<file path="src/rtl/alu_result_stage.sv">
// Result stage behind the MIPS ALU: two-entry skid buffer with sticky flags and retire counter.
// Define OVF_TRAP_EN to suppress overflow-trapping writebacks and report OvfTrap/TrapPC.
module alu_result_stage #(
  parameter int unsigned DATA_W     = 32,
  parameter int unsigned REG_ADDR_W = 5,
  parameter int unsigned CNT_W      = 32
) (
  input  logic                  i_clock,
  input  logic                  i_reset_n,
  input  logic                  i_flush,
  input  logic                  i_in_valid,
  output logic                  o_in_ready,
  input  logic [DATA_W-1:0]     i_alu_out,
  input  logic [3:0]            i_flags_in,
  input  logic [DATA_W-1:0]     i_store_data_in,
  input  logic [DATA_W-1:0]     i_pc_in,
  input  logic [REG_ADDR_W-1:0] i_rd_in,
  input  logic [3:0]            i_ctrl_in,
  output logic                  o_out_valid,
  input  logic                  i_out_ready,
  output logic [DATA_W-1:0]     o_result_out,
  output logic [DATA_W-1:0]     o_store_data_out,
  output logic [DATA_W-1:0]     o_pc_out,
  output logic [3:0]            o_flags_out,
  output logic [REG_ADDR_W-1:0] o_rd_out,
  output logic [2:0]            o_ctrl_out,
  output logic [3:0]            o_sticky_flags,
  output logic [CNT_W-1:0]      o_retire_count
`ifdef OVF_TRAP_EN
  ,
  output logic                  o_ovf_trap,
  output logic [DATA_W-1:0]     o_trap_pc
`endif
);

  // Main entry M (drives outputs)
  logic                  r_m_valid;
  logic [DATA_W-1:0]     r_m_result;
  logic [3:0]            r_m_flags;
  logic [DATA_W-1:0]     r_m_store;
  logic [DATA_W-1:0]     r_m_pc;
  logic [REG_ADDR_W-1:0] r_m_rd;
  logic [2:0]            r_m_ctrl;

  // Skid entry K keeps the raw control so trap masking happens on entry to M
  logic                  r_k_valid;
  logic [DATA_W-1:0]     r_k_result;
  logic [3:0]            r_k_flags;
  logic [DATA_W-1:0]     r_k_store;
  logic [DATA_W-1:0]     r_k_pc;
  logic [REG_ADDR_W-1:0] r_k_rd;
  logic [3:0]            r_k_ctrl;

  logic                  r_in_ready;
  logic [3:0]            r_sticky;
  logic [CNT_W-1:0]      r_count;

  logic                  w_accept;
  logic                  w_retire;
  logic                  w_load_m_in;
  logic                  w_load_m_k;
  logic                  w_load_k;
  logic                  w_m_valid_d;
  logic                  w_k_valid_d;

  logic [DATA_W-1:0]     w_src_result;
  logic [3:0]            w_src_flags;
  logic [DATA_W-1:0]     w_src_store;
  logic [DATA_W-1:0]     w_src_pc;
  logic [REG_ADDR_W-1:0] w_src_rd;
  logic [3:0]            w_src_ctrl;
  logic [2:0]            w_src_ctrl_m;

  assign w_accept = i_in_valid & r_in_ready;
  assign w_retire = r_m_valid & i_out_ready;

  always_comb begin
    w_m_valid_d = r_m_valid;
    w_k_valid_d = r_k_valid;
    w_load_m_in = 1'b0;
    w_load_m_k  = 1'b0;
    w_load_k    = 1'b0;
    if (i_flush) begin
      w_m_valid_d = 1'b0;
      w_k_valid_d = 1'b0;
    end else if (r_k_valid) begin
      if (w_retire) begin
        w_load_m_k  = 1'b1;
        w_k_valid_d = 1'b0;
      end
    end else if (r_m_valid) begin
      if (w_accept && w_retire) begin
        w_load_m_in = 1'b1;
      end else if (w_accept) begin
        w_load_k    = 1'b1;
        w_k_valid_d = 1'b1;
      end else if (w_retire) begin
        w_m_valid_d = 1'b0;
      end
    end else if (w_accept) begin
      w_load_m_in = 1'b1;
      w_m_valid_d = 1'b1;
    end
  end

  always_comb begin
    if (w_load_m_k) begin
      w_src_result = r_k_result;
      w_src_flags  = r_k_flags;
      w_src_store  = r_k_store;
      w_src_pc     = r_k_pc;
      w_src_rd     = r_k_rd;
      w_src_ctrl   = r_k_ctrl;
    end else begin
      w_src_result = i_alu_out;
      w_src_flags  = i_flags_in;
      w_src_store  = i_store_data_in;
      w_src_pc     = i_pc_in;
      w_src_rd     = i_rd_in;
      w_src_ctrl   = i_ctrl_in;
    end
  end

`ifdef OVF_TRAP_EN
  logic              w_src_trap;
  logic              r_m_trap;
  logic              r_ovf_trap;
  logic [DATA_W-1:0] r_trap_pc;

  // TrapOvf is ctrl[3], overflow is flags[3]
  assign w_src_trap   = w_src_ctrl[3] & w_src_flags[3];
  assign w_src_ctrl_m = w_src_trap ? 3'b000 : w_src_ctrl[2:0];

  always_ff @(posedge i_clock or negedge i_reset_n) begin
    if (!i_reset_n) begin
      r_m_trap   <= 1'b0;
      r_ovf_trap <= 1'b0;
      r_trap_pc  <= '0;
    end else begin
      if (w_load_m_in || w_load_m_k) r_m_trap <= w_src_trap;
      r_ovf_trap <= w_retire & r_m_trap;
      if (w_retire && r_m_trap) r_trap_pc <= r_m_pc;
    end
  end

  assign o_ovf_trap = r_ovf_trap;
  assign o_trap_pc  = r_trap_pc;
`else
  logic w_unused_trap_ovf;
  assign w_unused_trap_ovf = w_src_ctrl[3];
  assign w_src_ctrl_m      = w_src_ctrl[2:0];
`endif

  always_ff @(posedge i_clock or negedge i_reset_n) begin
    if (!i_reset_n) begin
      r_m_valid  <= 1'b0;
      r_k_valid  <= 1'b0;
      r_in_ready <= 1'b1;
      r_m_result <= '0;
      r_m_flags  <= '0;
      r_m_store  <= '0;
      r_m_pc     <= '0;
      r_m_rd     <= '0;
      r_m_ctrl   <= '0;
      r_k_result <= '0;
      r_k_flags  <= '0;
      r_k_store  <= '0;
      r_k_pc     <= '0;
      r_k_rd     <= '0;
      r_k_ctrl   <= '0;
      r_sticky   <= '0;
      r_count    <= '0;
    end else begin
      r_m_valid  <= w_m_valid_d;
      r_k_valid  <= w_k_valid_d;
      r_in_ready <= ~(w_m_valid_d & w_k_valid_d);
      if (w_load_m_in || w_load_m_k) begin
        r_m_result <= w_src_result;
        r_m_flags  <= w_src_flags;
        r_m_store  <= w_src_store;
        r_m_pc     <= w_src_pc;
        r_m_rd     <= w_src_rd;
        r_m_ctrl   <= w_src_ctrl_m;
      end
      if (w_load_k) begin
        r_k_result <= i_alu_out;
        r_k_flags  <= i_flags_in;
        r_k_store  <= i_store_data_in;
        r_k_pc     <= i_pc_in;
        r_k_rd     <= i_rd_in;
        r_k_ctrl   <= i_ctrl_in;
      end
      // A retire coinciding with flush still counts: downstream already took it
      if (w_retire) begin
        r_sticky <= r_sticky | r_m_flags;
        r_count  <= r_count + CNT_W'(1);
      end
    end
  end

  assign o_in_ready       = r_in_ready;
  assign o_out_valid      = r_m_valid;
  assign o_result_out     = r_m_result;
  assign o_store_data_out = r_m_store;
  assign o_pc_out         = r_m_pc;
  assign o_flags_out      = r_m_flags;
  assign o_rd_out         = r_m_rd;
  assign o_ctrl_out       = r_m_ctrl;
  assign o_sticky_flags   = r_sticky;
  assign o_retire_count   = r_count;

endmodule

</file>
<file path="config.mk">
export PLATFORM = sky130hd
export DESIGN_NAME = alu_result_stage
export DESIGN_NICKNAME = d
export VERILOG_FILES = /design/src/rtl/alu_result_stage.sv
export SDC_FILE = /design/constraint.sdc
export NUM_CORES = 1
export LEC_CHECK = 0
export CAP_MARGIN = 30
export CORE_MARGIN = 3
export CORE_UTILIZATION = 54
export CTS_CLUSTER_SIZE = 20
export DETAILED_ROUTE_END_ITERATION = 8
export GPL_TIMING_DRIVEN = 0
export HOLD_SLACK_MARGIN = 0.08
export PLACE_DENSITY = 0.86
export SLEW_MARGIN = 20
export SYNTH_ARGS = -nofsm -noshare
export SYNTH_HDL_FRONTEND = slang
export SYNTH_SLANG_ARGS = --single-unit
</file>
<file path="constraint.sdc">
create_clock -name i_clock -period 4.67 [get_ports i_clock]
set_input_delay 0.934 -clock i_clock [delete_from_list [all_inputs] [get_ports i_clock]]
set_output_delay 0.934 -clock i_clock [all_outputs]
set_load 0.03 [all_outputs]
</file>
==> results by group, run 1 <==
Synthesis
  – FF+latch count, synth: 255
  – Yosys synthesis warning count: 0
  – Synth Area per Inst: 12.6 um^2
  – Sequential area share after synthesis: 0.599
  – Mapped Cells: 844
  – Mapped Area: 10,700 um^2
  – Synth unique cells: 31
  – Synth Net Count: 959

Critical path
  – CP Data Arrival Time: 3460 ps
  – Startpoint Class: input port
  – Crit-path cells: clkdlybuf4s50_1 > inv_1 > a221oi_2 > buf_2 > buf_1 > a21oi_1
  – CP Data Required Time: 5050 ps
  – Slowest CP cell: a221oi_2
  – Endpoint class of the critical path: flop
  – Largest stage delay on the critical path: 810 ps
  – CP max FO: 10
  – Crit Path Category: input port to flop
  – Worst path buffer plus inverter count: 4
  – R2r setup slk: 2030 ps
  – Crit-path leading delay family: buffers and inverters

Run
  – Max-cap viol count: 0

Route
  – Vias per cell: 5.42
  – DR WL/cell: 19.1 um
  – DRT iter0 DRCs: 416
  – Routed wire length: 27.0 mm
  – Via count: 7,647
  – Initial DRT Pass Iterations: 5
  – DRC viols: 0
  – Post-DRT Antenna Nets: 0

Cells and area
  – Commonest non-fill, non-tap cell in the layout: clkdlybuf4s50_1
  – Commonest non-fill, non-tap cells in the layout: 257 x clkdlybuf4s50_1, 254 x dfrtp_1, 111 x nor2_1, 109 x a21oi_1, 108 x mux2i_1
  – NumNets Final: 1,248
  – N_diodes: 0
  – Synth-to-Final Area Change: 36.1%
  – Share of layout cells above drive strength 1: 0.170

Clock network
  – Cts repair resizes: 0
  – Worst-Skew Late Latency: 530 ps
  – Number of buffers created by CTS: 27
  – H-tree Lvls: 1
  – Reg clk slew, reported paths: 60 ps
  – Post-CTS Hold Buffers: 0
  – Clk root buf: clkbuf_16
  – Clock Sinks: 255
  – Max clock buf depth: 3
  – Post-CTS setup buffer count: 0
  – CTS tree: done

STA
  – Endpoints failing setup: 0
  – Clock skew after layout: 16.2 ps
  – Shortest period the worst path allows: 3090 ps
  – Final setup margin: 1580 ps
  – Max-slew violation count: 0
  – Max Fclk: 324 MHz
  – Slew @ Worst Pin: 951 ps
  – RSZ-0062 raised after global routing: no
  – Final hold violations: 0
  – Final setup TNS: 0 ps
  – Slew HR: 0.366
  – Tcrit/Tclk final: 0.661

Min path
  – Worst hold path class: input port to asynchronous set/reset pin

Power
  – VDD IR max: 0.360 mV
  – Pleak: 6.91 nW
  – Pwr/cell area: 454 nW/um^2
  – Power Total: 6.59 mW

Place
  – Worst slack, placed: 1000 ps
  – Gpl congestion: 0.814
  – PortBufs: 258
  – DP HPWL: 18.6 mm

GRT
  – Initial antenna violation count: 2
  – Vias in the first global route: 8,206
  – Total track usage: 0.250
  – First-pass GRT wire length: 43.5 mm
  – Largest net degree at the start of global routing: 95
  – Total grt overflow: 0

Die
  – Starting Density: 0.560
  – Floorplan row count: 50
  – Die Span X: 146 um
  – # IOs: 260
  – Area of the core: 19,000 um^2
  – Chip height: 146 um
  – Die Area: 21,500 um^2

Run status
  – Status: finished clean
cell usage after synthesis, drive strengths merged:
cell / n / area [um^2]
and2: 2 / 12.5
nor4: 2 / 42.5
nand4: 9 / 56.3
xnor2: 25 / 219
a21oi: 109 / 546
and3: 7 / 43.8
ha: 1 / 12.5
inv: 1 / 3.75
clkbuf: 14 / 52.6
buf: 38 / 203
nor2: 111 / 417
nand3b: 1 / 20.0
xor2: 6 / 52.6
dfrtp: 254 / 6360
or2: 2 / 12.5
nand3: 14 / 70.1
and4: 5 / 43.8
mux2: 108 / 1250
mux2i: 108 / 1080
a21o: 4 / 30.0
a221oi: 1 / 15.0
nand2: 15 / 56.3
nor3: 2 / 10.0
dfstp: 1 / 26.3
or4b: 1 / 10.0
nand2b: 1 / 6.26
o21ai: 2 / 10.0
where the power goes:
group          leakage, nW  internal (mW)  switching, mW
registers             3.02           2.66          0.269
clock network        0.440           1.25          0.850
logic                 3.45          0.744          0.816
total                 6.91           4.66           1.93
sequential cells by signal, summed over array words and instances, names as in the netlist, 3 cells and up:
register          count
o_pc_out             32
o_result_out         32
o_retire_count       32
o_store_data_out     32
r_k_pc               32
r_k_result           32
r_k_store            32
o_rd_out              5
r_k_rd                5
o_flags_out           4
o_sticky_flags        4
r_k_flags             4
o_ctrl_out            3
r_k_ctrl              3
per-stage QoR:
step	hold slack [ps]	util	area, um^2	instances
final	394	0.763	14500	1410
after global routing	420	0.763	14500	1410
after CTS	406	0.763	14500	1410
after detailed placement	443	0.716	13600	1364
after global placement	439	0.713	13600	1362
after floorplan	479	-	10700	844
cells by family after synthesis:
family	Yosys count	synth area share
buffers and inverters	53	0.0243
AOI/OAI and AO/OA	116	0.0564
DFF	255	0.599
muxes	216	0.219
xor gates and xnor gates	31	0.0255
adders and majority gates	1	0.00117
and+or+nand+nor	172	0.0751
worst register-to-register path: cells and delay by family (launching register included):
family	cells	cell delay, ps
AO/OA/AOI/OAI	2	960
buffers and inverters	2	880
flip-flops	1	570
AND/OR/NAND/NOR	1	90
path summary, 6_finish.rpt:
path / startpoint / to / cells past startpoint
max in group asynchronous: i_reset_n / r_k_pc[20] / 2
max: i_out_ready / o_rd_out[4] / 6
min in group i_clock: o_sticky_flags[2] / o_sticky_flags[2] / 1
max reg2reg: o_in_ready / o_rd_out[4] / 5
min reg2reg: o_sticky_flags[2] / o_sticky_flags[2] / 1
min: i_reset_n / o_result_out[29] / 1
layout make-up:
cell class	instances	area (um^2)
Clock inverter	7	67.6
Fill cell	1265	4510
Multi-Input combinational cell	536	4020
Timing Repair Buffer	260	2640
Inverter	1	3.75
Buffer	52	255
Sequential cell	255	6380
Tap cell	260	325
Clock buffer	39	811
per-layer routing:
| metal | vias to the layer above | track usage | wire length [um] |
|---|---|---|---|
| met5 | - | 0 | 23 |
| met4 | 4 | 0.0593 | 519 |
| met3 | 42 | 0.0875 | 2370 |
| met2 | 273 | 0.429 | 13400 |
| met1 | 3809 | 0.305 | 10700 |
| li1 | 3519 | - | - |
(Power assumes the default switching activity.)
==> run 2, diff against run 1 <==
CORE_UTILIZATION = 45   (was 54)
PLACE_DENSITY = 0.77   (was 0.86)
clock period = 2.61 ns   (was 4.67 ns; I/O delays follow)
==> results by group, run 2 (synthesis gave the netlist of run 1 again) <==
Clock network
  – Reg clk slew, reported paths: 60 ps
  – Clk root buf: clkbuf_16
  – Max clock buf depth: 3
  – Clock Sinks: 255
  – H-tree Lvls: 1
  – CTS tree: done
  – Number of buffers created by CTS: 28
  – Worst-Skew Late Latency: 540 ps

Power
  – Pwr/cell area: 822 nW/um^2
  – Pleak: 6.97 nW
  – Power Total: 12.1 mW
  – VDD IR max: 0.571 mV

STA
  – Slew HR: 0.560
  – Final hold violations: 0
  – Clock skew after layout: 18.7 ps
  – Tcrit/Tclk final: 0.942
  – Final setup margin: 151 ps
  – Slew @ Worst Pin: 659 ps
  – Max-slew violation count: 0
  – Shortest period the worst path allows: 2460 ps
  – WHS: 418 ps
  – RSZ-0062 raised after global routing: no
  – Endpoints failing setup: 0
  – Final setup TNS: 0 ps
  – Max Fclk: 407 MHz

Critical path
  – CP Data Required Time: 2990 ps
  – Crit Path Category: input port to flop
  – R2r setup slk: 210 ps
  – CP Data Arrival Time: 2840 ps
  – Startpoint Class: input port
  – RR Endpoint: o_result_out[23]
  – CP max FO: 10
  – R2R Path Start: o_out_valid
  – Worst r2r path cells: 6
  – Endpoint class of the critical path: flop

Run status
  – Status: finished clean

Run
  – Max-cap viol count: 0

GRT
  – Largest net degree at the start of global routing: 99
  – Total grt overflow: 0
  – First-pass GRT wire length: 43.6 mm
  – Total track usage: 0.209
  – Initial antenna violation count: 1
  – Vias in the first global route: 8,040

Cells and area
  – Share of layout cells above drive strength 1: 0.176
  – Design area: 14,700 um^2
  – NumNets Final: 1,251
  – Commonest non-fill, non-tap cell in the layout: clkdlybuf4s50_1
  – Final Instance Count excl. Fillers: 1,472
  – Final core utilization: 0.640
  – Commonest non-fill, non-tap cells in the layout: 257 x clkdlybuf4s50_1, 254 x dfrtp_1, 111 x nor2_1, 109 x a21oi_1, 108 x mux2i_1
  – Synth-to-Final Area Change: 38.0%

Die
  – Area of the core: 23,000 um^2
  – Die Area: 25,600 um^2
  – Chip height: 160 um
  – Die Span X: 160 um
  – Starting Density: 0.464
  – Floorplan row count: 55
  – # IOs: 260

Place
  – Placed instance count: 1,418
  – Area after DPL: 13,700 um^2
  – Worst slack, placed: -747 ps
  – DP HPWL: 18.9 mm
  – PortBufs: 258
  – Gpl congestion: 0.815

Route
  – DRT iter0 DRCs: 416
  – DRC viols: 0
  – Vias per cell: 5.14
  – Via count: 7,573
  – Initial DRT Pass Iterations: 4
  – Post-DRT Antenna Nets: 0
  – DR WL/cell: 18.4 um
  – Routed wire length: 27.1 mm

Min path
  – Worst hold path class: input port to asynchronous set/reset pin
## run 2: timing repair
| item | in CTS | in global routing |
|---|---|---|
| setup buffers | 0 | 0 |
| hold buffers | 1 | 0 |
| hold endpoints to repair | 15 | 0 |
| endpoints found under the setup margin | 51 | 10 |
| gates resized for setup | 1 | 2 |
| pin swaps | 0 | 0 |
## run 2: report_power, final
part	switching [mW]	total [mW]	internal, mW
combinational	1.45	2.78	1.34
sequential	0.468	5.23	4.76
clock	1.61	4.07	2.46
total	3.53	12.1	8.56
## run 2: how the worst max path moves through the flow
stage,startpoint,endpoint,slack [ps],depth (start not counted)
3_5_place_dp,i_out_ready,o_result_out[10],-750,6
5_1_grt,i_out_ready,o_result_out[22],10,6
6_report,i_out_ready,o_result_out[23],150,6
3_3_place_gp,i_reset_n,r_k_store[12],-10010,1
4_1_cts,i_out_ready,o_result_out[9],60,6
2_1_floorplan,o_in_ready,r_k_result[22],580,6
## run 2: final cells by class
class,instances,area (um^2)
Multi-Input combinational cell,536,4030
Fill cell,1794,8270
Buffer,52,256
Timing Repair Buffer,262,2680
Clock buffer,36,802
Antenna cell,1,2.50
Tap cell,313,392
Sequential cell,255,6380
Inverter,1,3.75
Clock inverter,16,165
## run 2: worst max-delay path: stages
cell             delay (ps)
clkdlybuf4s50_1         570
inv_1                   110
a221oi_4                640
buf_2                   420
buf_1                   430
a21oi_1                 130
## run 2: layer usage
| layer | share of wire | global-route usage | vias to the layer above |
|---|---|---|---|
| li1 | - | - | 3527 |
| met1 | 0.42 | 0.267 | 3763 |
| met2 | 0.48 | 0.347 | 240 |
| met3 | 0.086 | 0.0737 | 41 |
| met4 | 0.019 | 0.0414 | 2 |
| met5 | 0.00044 | 0 | - |
==> run 3, diff against run 2 <==
TNS_END_PERCENT = 20   (was unset)
==> results of run 3 <==
No change in the layout: final DEF, timing and power equal those of run 2.
==> RTL change 1 (config.mk and constraints of run 1) <==
Register the output `o_flags_out` once more, cleared by the reset; this adds one clock of latency there. The other outputs are not delayed to match.
--- a/src/rtl/alu_result_stage.sv
+++ b/src/rtl/alu_result_stage.sv
@@ -204,5 +204,11 @@
   assign o_store_data_out = r_m_store;
   assign o_pc_out         = r_m_pc;
-  assign o_flags_out      = r_m_flags;
+  always_ff @(posedge i_clock or negedge i_reset_n) begin
+    if (!i_reset_n) begin
+      o_flags_out <= '0;
+    end else begin
+      o_flags_out <= r_m_flags;
+    end
+  end
   assign o_rd_out         = r_m_rd;
   assign o_ctrl_out       = r_m_ctrl;
Formal check against the unedited RTL: not equivalent (Yosys sat finds a counterexample within 4 cycles, from zero or initial values and one cycle with i_reset_n low).
==> RTL change 1 against run 1 <==
  * Via count increased by 1.7%
  * Routed wire length shrank 0.17%
  * Sequential cell count grew 4
  * Worst setup slack worse by 0.25 ns
  * Power is 2.9% higher
  * Highest routed layer unchanged
  * Maximum frequency decreased by 7.5%
  * Count of clock-buffer cells in the layout is 3 higher
  * Die area rose by 0.96%
  * First-iteration DRC count shrank 25%
  * Largest power group unchanged
  * Synthesized area grew 1.0%
  * Register-to-register slack lost 0.30 ns
  * Cell area up 1.7%
==> RTL change 1: results (changes against run 1) <==
cts_setup_buffers: 0  # unchanged
slowest_stage: "a221oi_2"
hold_path_class: "in -> async"
dp_hpwl_um: 18700  # +0.31%
vdd_drop_max_uv: 345  # -4.0%
num-fill-cells: 1273  # +0.63%
grt_pass1_wl_um: 43500  # about the same
ys_top_cells_by_count: "258 x dfrtp_1, 112 x nor2_1, 109 x a21oi_1"
r2r_slack_ns: 1.73  # -0.30 ns
grt_pass1_vias: 8199  # -0.085%
grt_max_degree: 100  # +5.3%
synth-seq-area-share: 0.602  # +0.00338
gp_congestion: 0.848  # +4.2%
drt_iter0_drc: 311  # -25%
layout.nets: 1258  # +0.80%
drt_first_pass_iters: 4  # -1
ys_types: 38  # +23%
grtUsageMet3: 0.0811  # -0.00640
synthTopCellsByArea: "dfrtp_1 60%, mux2i_1 10%, mux2_2 9.4%"
wirelength_um: 26900  # -0.17%
critPathCapture: "o_pc_out[5]"
slew_headroom: 0.359  # -0.00706
status: "completed"
worstSetupStartpoint: "i_in_valid"
use_met2: 0.413  # -0.0166
ys_warn_count: 0  # unchanged
viasPerCell: 5.44  # +0.22%
clock-skew-final_ns: 0.0139  # -0.00228 ns
arrival_ns: 3.70  # +0.24 ns
leakagePower_uw: 0.00698  # +1.0%
clk_latency_ns: 0.52
use_met1: 0.315  # +0.0102
==> RTL change 1: changes by cell type after synthesis, moves of 2 or more <==
cell             run 1  this run
clkbuf_1            14        16
nor4_2               0         6
and4_1               5         1
buf_2               30        20
nand2_1             15        17
buf_1                4        11
mux2_4               9         0
nand3_1             14        12
mux2_1               0        18
dfrtp_1            254       258
xor2_1               6        12
xnor2_1             25        19
mux2_2              99        90
and3_1               7         5
==> RTL change 1: cell type report <==
type	count	area (sq um)	share of cell area
antenna	2	5.00	0.000339
buffer	50	231	0.0157
clock buffer	42	852	0.0578
clock inverter	8	121	0.00823
inverter	2	7.51	0.000509
multi-input combinational	541	4040	0.274
sequential	259	6480	0.440
tap	265	332	0.0225
timing repair buffer	262	2680	0.181
==> RTL change 1: per-stage QoR <==
step,power [uW],utilization,cells,instance area [sq um],worst slack (ns)
after global routing,7090,0.755,1430,14700,1.19
after global placement,4460,0.701,1375,13700,-8.26
after floorplan,3790,-,852,10800,2.31
final,6780,0.755,1431,14700,1.33
after CTS,6830,0.755,1428,14700,1.33
after detailed placement,4530,0.705,1378,13800,0.830
==> RTL change 1: cells by family (layout without fill, tap and decap cells) <==
| family | Yosys count | count (layout) | synth area share |
|---|---|---|---|
| flops | 259 | 259 | 0.602 |
| fa+ha+maj | 1 | 1 | 0.00116 |
| mux | 216 | 216 | 0.213 |
| simple gates | 177 | 177 | 0.0800 |
| xor+xnor | 31 | 31 | 0.0252 |
| buf+inv | 52 | 364 | 0.0222 |
| other cells | 0 | 2 | 0 |
| compound gates | 116 | 116 | 0.0558 |
==> RTL change 1: power by group <==
part           leakage (uW)  internal [uW]  switching (uW)
clock network      0.000481           1420             867
logic               0.00345            723             809
registers           0.00306           2700             266
==> RTL change 1: worst min path at each step <==
stage / from / endpoint / slack [ns]
5_1_grt: i_reset_n / r_k_pc[4] / 0.19
2_1_floorplan: r_m_flags[0] / o_flags_out[0] / 0.38
3_3_place_gp: r_m_flags[3] / o_flags_out[3] / 0.38
3_5_place_dp: r_m_flags[3] / o_flags_out[3] / 0.40
6_report: i_reset_n / r_k_pc[4] / 0.21
4_1_cts: i_reset_n / o_pc_out[4] / 0.19
==> RTL change 1: layer usage <==
metal | vias to the layer above | wire length (um)
li1 | 3557 | -
met1 | 3916 | 10700
met2 | 257 | 13200
met3 | 46 | 2370
met4 | 2 | 582
met5 | - | 13
==> RTL change 2 (flow settings as in run 1) <==
Without the edit above. Build with the macro `OVF_TRAP_EN` defined.
--- a/src/rtl/alu_result_stage.sv
+++ b/src/rtl/alu_result_stage.sv
@@ -1,4 +1,6 @@
 // Result stage behind the MIPS ALU: two-entry skid buffer with sticky flags and retire counter.
 // Define OVF_TRAP_EN to suppress overflow-trapping writebacks and report OvfTrap/TrapPC.
+`define OVF_TRAP_EN
+
 module alu_result_stage #(
   parameter int unsigned DATA_W     = 32,
Formal check against the unedited RTL (old outputs only; new: o_ovf_trap and o_trap_pc): not equivalent (Yosys sat finds a counterexample within 4 cycles, from zero or initial values and one cycle with i_reset_n low).
==> RTL change 2 against run 1 <==
  * Combinational power up 51%
  * Non-clock buffer count up 34
  * Routed wire length up 19%
  * Clock skew down 0.0025 ns
  * First-iteration DRC count unchanged
  * Power up 26%
  * Critical path type unchanged
  * Global-route usage up 0.83 points
  * Cell area up 15%
  * Sequential cell count up 35
  * Largest cell class unchanged
  * Synthesized area up 16%
  * Worst setup slack better by 0.24 ns
==> RTL change 2: results (changes against run 1) <==
grt_max_degree: 101  # +6.3%
stdcell_count: 1554  # +10%
buffers: 346  # +11%
antenna_found_initial: 1  # -1
dp_hpwl_um: 22500  # +21%
synth_nets: 1040  # +8.4%
cts_made_buffers: 30  # +11%
num-fill-cells: 1440  # +14%
final-clk-cell-share: 0.0619  # +0.00138
nonClkBufAreaFrac: 0.197  # -0.00272
power_uw: 8300  # +26%
ys_types: 38  # +23%
drt-met1-wl_um: 12700  # +19%
clkPwrFrac: 0.297  # -0.022
dp.cells: 1499  # +9.9%
clockBufferCount: 41  # +5.1%
clockBufferDepth: 3  # unchanged
grtUsageMet3: 0.0817  # -0.00586
vdd_drop_max_uv: 379  # +5.3%
synth-seq-area-share: 0.589  # -0.00962
n_all_inverters: 5  # +4
cts_sinks: 290  # +14%
clock-skew-final_ns: 0.0137  # -0.00246 ns
synthAdderAreaFrac: 0.00102  # -0.000158
portBuffers: 292  # +13%
gp_congestion: 0.782  # -3.9%
multi_input_area_share: 0.284  # +0.00692
drive_gt1_frac: 0.185  # +0.0157
sh_seq_area: 0.435  # -0.00503
pre_cts_slack_ns: 1.32  # +0.321 ns
cts-root-buf: "clkbuf_16"
ys_top_cells_by_count: "289 x dfrtp_1, 123 x nand2_1, 110 x o21ai_0"
synthXorXnorAreaFrac: 0.0220  # -0.00343
multi_input_comb_cells: 578  # +7.8%
grt_pass1_wl_um: 51000  # +17%
routedWlPerCell_um: 20.6  # +7.5%
slowest_stage: "clkdlybuf4s50_1"
synth-compound-area-share: 0.0501  # -0.00628
tightest_slew_ns: 0.905  # -0.0459 ns
grt_pass1_vias: 9286  # +13%
status: "completed"
seq_power_share: 0.419  # -0.026
use_met2: 0.446  # +0.0166
met2WireLength_um: 15700  # +17%
synthTopCellsByArea: "dfrtp_1 59%, mux2_4 12%, mux2i_1 8.8%"
use_met1: 0.322  # +0.0170
track_usage: 0.258  # +0.00829
p_int_uw: 5740  # +23%
leakagePower_uw: 0.00830  # +20%
vias: 8533  # +12%
yosys_most_used_dff: "dfrtp_1"
routed-wl-met3_um: 2890  # +22%
maxUsedRoutingLayer: "met5"
critical-path-max-stage-delay_ns: 0.57  # -0.24 ns
layout.nets: 1366  # +9.5%
muxShareOfSynthArea: 0.248  # +0.0290
[RTL change 2: cell types whose count changed in the layout (fill, tap and decap cells not counted), sizes merged, moves of 5 or more]
| cell | change |
|---|---|
| and3 | -5 |
| a21oi | -108 |
| mux2 | +34 |
| dfrtp | +35 |
| nand4 | +10 |
| nor2 | -103 |
| nand2 | +108 |
| clkdlybuf4s50 | +34 |
| nand3 | -5 |
| o21ai | +108 |
[RTL change 2: worst paths after layout]
check                                       start              endpoint  slack [ns]  cells after the start
worst max-delay path                  i_out_ready  o_store_data_out[30]        1.83                      8
worst min-delay path                    i_reset_n          o_pc_out[12]        0.43                      1
worst max register to register        o_out_valid  o_store_data_out[30]        2.40                      7
worst min register to register  o_sticky_flags[3]     o_sticky_flags[3]        0.47                      1
max in group asynchronous               i_reset_n          r_k_store[7]        2.86                      3
min in group i_clock            o_sticky_flags[3]     o_sticky_flags[3]        0.47                      1
[RTL change 2: cells by family (layout without fill, tap and decap cells)]
family / count (synthesis) / after routing
flops: 290 / 290
mux: 250 / 250
simple gates: 177 / 177
compound gates: 119 / 119
buf+inv: 57 / 406
xor+xnor: 31 / 31
fa+ha+maj: 1 / 1
[RTL change 2: per-stage QoR]
step	hold slack [ns]	area, sq um	util	setup TNS (ns)
finish	0.433	16700	0.755	0
global route	0.487	16700	0.755	0
CTS	0.443	16700	0.755	0
detailed placement	0.451	15700	0.708	0
global placement	0.438	15600	0.706	-2790.11
floorplan	0.464	12300	-	0
[RTL change 2: worst reg2reg max path: stages (launching register included)]
cell,delay (ns)
dfrtp_1,0.49
and2b_1,0.20
a211o_1,0.26
buf_2,0.37
buf_2,0.34
buf_2,0.29
nand2_1,0.10
o21ai_0,0.11
